[src/rtl/instr_fetch_unit.sv]
// instr_fetch_unit
//   Fetch-side initiator for a synchronous instruction memory with a
//   one-cycle registered read. Owns the PC, pairs each returned word with
//   the address it came from, and handles decode stalls and redirects.
//
//   Optional feature macro: FETCH_HALT_EN
//     defined   - fetch stops after delivering word DEPTH-1 and sits in
//                 HALTED until a redirect or reset.
//     undefined - PC wraps from DEPTH-1 to 0 and fetch never stops.
module instr_fetch_unit #(
   parameter int ADDR_WIDTH  = 32,
   parameter int INSTR_WIDTH = 32,
   parameter int DEPTH       = 32,
   parameter int RESET_PC    = 0
) (
   input  logic                   Clk,
   input  logic                   Rst_n,
   input  logic                   Stall,
   input  logic                   Redirect,
   input  logic [ADDR_WIDTH-1:0]  RedirectTarget,
   output logic [ADDR_WIDTH-1:0]  Address,
   input  logic [INSTR_WIDTH-1:0] ReadData,
   output logic [INSTR_WIDTH-1:0] Instr,
   output logic [ADDR_WIDTH-1:0]  InstrPC,
   output logic                   InstrValid,
   output logic                   Halted
);

   // Only the low log2(DEPTH) bits of any address are significant.
   localparam logic [ADDR_WIDTH-1:0] IDX_MASK   = ADDR_WIDTH'(DEPTH - 1);
   localparam logic [ADDR_WIDTH-1:0] LAST_PC    = ADDR_WIDTH'(DEPTH - 1);
   localparam logic [ADDR_WIDTH-1:0] RESET_ADDR = ADDR_WIDTH'(RESET_PC) & IDX_MASK;
   localparam logic [ADDR_WIDTH-1:0] ONE        = ADDR_WIDTH'(1);

   typedef enum logic {
      RUN    = 1'b0,
      HALTED = 1'b1
   } state_t;

   state_t                  state_reg, state_next;
   logic [ADDR_WIDTH-1:0]   pc_reg, pc_next;
   logic [ADDR_WIDTH-1:0]   rsp_pc_reg, rsp_pc_next;
   logic                    rsp_valid_reg, rsp_valid_next;

   logic [ADDR_WIDTH-1:0]   target_idx;
   logic [ADDR_WIDTH-1:0]   target_inc;
   logic [ADDR_WIDTH-1:0]   pc_inc;
   logic                    halt_hit;

   assign target_idx = RedirectTarget & IDX_MASK;
   assign target_inc = (target_idx + ONE) & IDX_MASK;
   assign pc_inc     = (pc_reg + ONE) & IDX_MASK;

   // The fetch of the last slot is what parks the unit when halting is enabled.
`ifdef FETCH_HALT_EN
   assign halt_hit = (pc_reg == LAST_PC);
`else
   assign halt_hit = 1'b0;
`endif

   // State register and fetch-pipeline registers; async reset discards any word in flight.
   always_ff @(posedge Clk or negedge Rst_n) begin
      if (!Rst_n) begin
         state_reg     <= RUN;
         pc_reg        <= RESET_ADDR;
         rsp_pc_reg    <= '0;
         rsp_valid_reg <= 1'b0;
      end else begin
         state_reg     <= state_next;
         pc_reg        <= pc_next;
         rsp_pc_reg    <= rsp_pc_next;
         rsp_valid_reg <= rsp_valid_next;
      end
   end

   // Next-state: redirect beats stall, stall freezes everything, otherwise advance.
   always_comb begin
      state_next     = state_reg;
      pc_next        = pc_reg;
      rsp_pc_next    = rsp_pc_reg;
      rsp_valid_next = rsp_valid_reg;
      if (Redirect) begin
         // The word currently on ReadData belongs to the wrong path and is dropped.
         state_next     = RUN;
         rsp_pc_next    = target_idx;
         rsp_valid_next = 1'b1;
         pc_next        = target_inc;
      end else if (Stall) begin
         // Hold: Address re-reads rsp_pc so ReadData stays put.
      end else if (state_reg == HALTED) begin
         rsp_valid_next = 1'b0;
      end else begin
         rsp_pc_next    = pc_reg;
         rsp_valid_next = 1'b1;
         if (halt_hit) begin
            state_next = HALTED;
         end else begin
            pc_next = pc_inc;
         end
      end
   end

   // Outputs: memory address by priority, and the word presented to decode.
   always_comb begin
      if (Redirect) begin
         Address = target_idx;
      end else if (Stall || (state_reg == HALTED)) begin
         Address = rsp_pc_reg;
      end else begin
         Address = pc_reg;
      end
      Instr      = ReadData;
      InstrPC    = rsp_pc_reg;
      InstrValid = rsp_valid_reg & ~Redirect;
`ifdef FETCH_HALT_EN
      Halted     = (state_reg == HALTED);
`else
      Halted     = 1'b0;
`endif
   end

endmodule

[config.mk]
export PLATFORM = sky130hd
export DESIGN_NAME = instr_fetch_unit
export DESIGN_NICKNAME = d
export VERILOG_FILES = /design/src/rtl/instr_fetch_unit.sv
export SDC_FILE = /design/constraint.sdc
export NUM_CORES = 1
export LEC_CHECK = 0
export BUFFER_PORTS_ARGS = -buffer_cell sky130_fd_sc_hd__buf_2
export CAP_MARGIN = 20
export CORE_AREA = 2 2 70 72
export CTS_CLUSTER_SIZE = 24
export DETAILED_ROUTE_END_ITERATION = 7
export DIE_AREA = 0 0 72 74
export GPL_ROUTABILITY_DRIVEN = 0
export GPL_TIMING_DRIVEN = 1
export PLACE_DENSITY = 0.82
export RECOVER_POWER = 50
export SLEW_MARGIN = 20
export SYNTH_ARGS = -nofsm -noshare
export SYNTH_HDL_FRONTEND = slang
export SYNTH_SLANG_ARGS = --single-unit
[constraint.sdc]
create_clock -name Clk -period 1.65 [get_ports Clk]
set_clock_uncertainty 0.2 [all_clocks]
set_input_delay 0.165 -clock Clk [delete_from_list [all_inputs] [get_ports Clk]]
set_output_delay 0.165 -clock Clk [all_outputs]
set_load 0.1 [all_outputs]
==> flow_metrics.env <==
export IMPL_synth_area_um2=1270
export IMPL_startpoint_type="register"
export IMPL_drive_gt1_share_pct=32.9
export IMPL_first_iter_violations=13
export IMPL_wl_um=1980
export IMPL_vias=725
export IMPL_dieArea_um2=5330
export IMPL_p_leak_nw=0.617
export IMPL_worstPathArrival_ns=1.50
export IMPL_start_util_pct=27.6
export IMPL_cts_root_buf="clkbuf_8"
export IMPL_grt_start_max_net_pins=12
export IMPL_cap_viol_max_count=0
export IMPL_p_per_area_nw_per_um2=1360
export IMPL_grt_overflow=0
export IMPL_core_area_um2=4600
export IMPL_whs_ns=0.0556
export IMPL_min_path_type="in2reg"
export IMPL_regArea_um2=292
export IMPL_multiInputGateArea_um2=647
export IMPL_io_pins=166
export IMPL_syn2layout_area_growth_pct=2.96
export IMPL_htree_levels=1
export IMPL_required_ns=1.57
export IMPL_seqPwrFrac_pct=20.4
export IMPL_synth_top_area_share_pct=51.5
export IMPL_post_route_min_period_ns=1.57
export IMPL_final_util_pct=28.4
export IMPL_grt_first_pass_wirelength_um=2970
export IMPL_clkPwrFrac_pct=15.9
export IMPL_crit_path_end_kind="register"
export IMPL_grt_use_total_pct=7.39
export IMPL_cts_made_buffers=3
export IMPL_yosysSeqAreaShare_pct=21.7
export IMPL_cts_sinks=11
export IMPL_synthDistinctLibCells=23
export IMPL_nNetsFinal=213
export IMPL_antenna_found_initial=0
export IMPL_worst_setup_path_type="reg2reg"
export IMPL_status="complete, no violations"
export IMPL_syn_inst=148
export IMPL_die_x_um=72
export IMPL_finalCritPeriodShare_pct=95.4
export IMPL_p_sw_mw=1.08
export IMPL_synthTopCellsByArea="buf_4 51%, dfrtp_1 22%, mux2i_1 5.5%"
export IMPL_ant_nets=0
export IMPL_yosysTopAreaCell="buf_4"
export IMPL_finalHoldViolations=0
export IMPL_p_int_mw=0.693
export IMPL_detail_route_wl_per_cell_um=10.0
export IMPL_ir_drop_mv=0.293
export IMPL_clk_latency_ns=0.25
export IMPL_post_dp_hpwl_um=1610
export IMPL_setup_viol=0
export IMPL_switching_share_pct=60.9
export IMPL_tritoncts="built"
export IMPL_fillers=469
export IMPL_firstDrtPassIters=4
export IMPL_synth_avg_cell_area_um2=8.57
export IMPL_grt_pass1_vias=639
export IMPL_vias_per_cell=3.68
export IMPL_portBuffers=19
export IMPL_yosys_warnings=0
export IMPL_clkTransAtPathRegs_ns=0.05
export IMPL_maxSlewViolCount=0
export IMPL_synth_seq_cells=11
export IMPL_antenna_cells=0
export IMPL_clk_path_buf_depth=2
export IMPL_rows=25
export IMPL_fmax_ghz=0.635
export IMPL_p_comb_share_pct=63.7
export IMPL_dieHeight_um=74
export IMPL_crit_fanout=3
export IMPL_drc=0
## placed cells by master (no fill, tap or decap), types with 2 or more instances in the layout
master    Yosys  final
conb_1        1     55
buf_2         1     13
dfrtp_1      11      6
buf_12        0      6
buf_4        87      6
nand2_1       5      5
xor2_1        5      5
dfrtp_4       0      4
o21ai_4       0      4
mux2i_1       7      4
mux2i_4       0      3
o21ai_1       5      3
clkbuf_8      0      3
nand2b_1      2      2
a21oi_4       0      2
o21ai_0       5      2
nand4b_1      2      2
nand3_1       2      2
xnor2_1       2      2
## cell families after synthesis
kind of cell             after synthesis  synth area share (%)
adder cells (fa/ha/maj)                1                 0.986
XOR/XNOR                               7                  4.83
multiplexers                           8                  6.41
other                                  1                 0.296
buffers and inverters                 91                  53.4
AND/OR/NAND/NOR                       15                  6.71
flip-flops                            11                  21.7
AO/OA/AOI/OAI                         14                  5.72
## synth_stat cells
cell type  number
mux2i_1         7
o21bai_1        1
buf_6           1
conb_1          1
or2_1           1
a21oi_1         3
nand2_1         5
inv_1           1
o21ai_0         5
mux2_1          1
buf_2           1
xnor2_1         2
o21ai_1         5
and2b_1         1
buf_4          87
nand4b_1        2
xor2_1          5
clkbuf_1        1
dfrtp_1        11
nor2b_1         2
ha_1            1
nand3_1         2
nand2b_1        2
## final cells by class
type,instances,share of cell area (%)
well taps,54,5.17
inverters,1,0.287
multi-input cells,100,49.5
clock buffers,4,3.45
flip-flops and latches,11,22.3
repair buffers,27,19.3
## power groups by stage
stage | combinational, mW | clock (mW) | sequential, mW
after floorplan | 1.30 | 0 | 0.482
after global placement | 1.09 | 0 | 0.367
after detailed placement | 1.10 | 0 | 0.371
after CTS | 1.11 | 0.291 | 0.366
after global routing | 1.17 | 0.306 | 0.368
final | 1.13 | 0.281 | 0.362
## final timing paths
| path | startpoint | end | slack, ns | cells after the start |
|---|---|---|---|---|
| min in group asynchronous | Rst_n | InstrPC[3] | 0.13 | 2 |
| hold / removal | RedirectTarget[4] | pc_reg[4] | 0.06 | 3 |
| setup / recovery | pc_reg[0] | pc_reg[4] | 0.08 | 6 |
| max in group asynchronous | Rst_n | InstrPC[4] | 0.88 | 2 |
| hold reg to reg | rsp_valid_reg | rsp_valid_reg | 0.27 | 1 |
| setup reg to reg | pc_reg[0] | pc_reg[4] | 0.08 | 6 |
## worst max-delay path, cell delays in order (launching register included)
cell and delay (ns):
dfrtp_1 0.38, mux2_4 0.29, ha_4 0.16, buf_6 0.11, nand3_1 0.08, xor2_1 0.14, mux2i_1 0.08
## per-layer routing
metal,vias up,wire length (um),global-route usage [%]
li1,325,-,-
met2,49,1000,12.9
met5,-,0,0
met4,0,70,5.66
met3,15,248,3.12
met1,336,656,6.94
## through the flow
| step | area [um^2] | setup slack [ns] | setup TNS [ns] | instances | total power [mW] |
|---|---|---|---|---|---|
| after floorplan | 1600 | -0.188 | -0.289 | 202 | 1.78 |
| after global placement | 1210 | 0.0545 | 0 | 190 | 1.46 |
| after detailed placement | 1210 | -0.0501 | -0.0501 | 190 | 1.47 |
| after CTS | 1280 | 0.00986 | 0 | 196 | 1.76 |
| after global routing | 1310 | -0.0212 | -0.0212 | 197 | 1.84 |
| final | 1310 | 0.0752 | 0 | 197 | 1.78 |
## repair_timing
action	CTS	global route
resized for setup	1	4
setup buffers	1	1
pin swaps	1	3
setup endpoints to repair	1	2
hold buffers	1	0
hold endpoints to repair	11	0
Note: power is estimated with default switching activity, not from simulation.
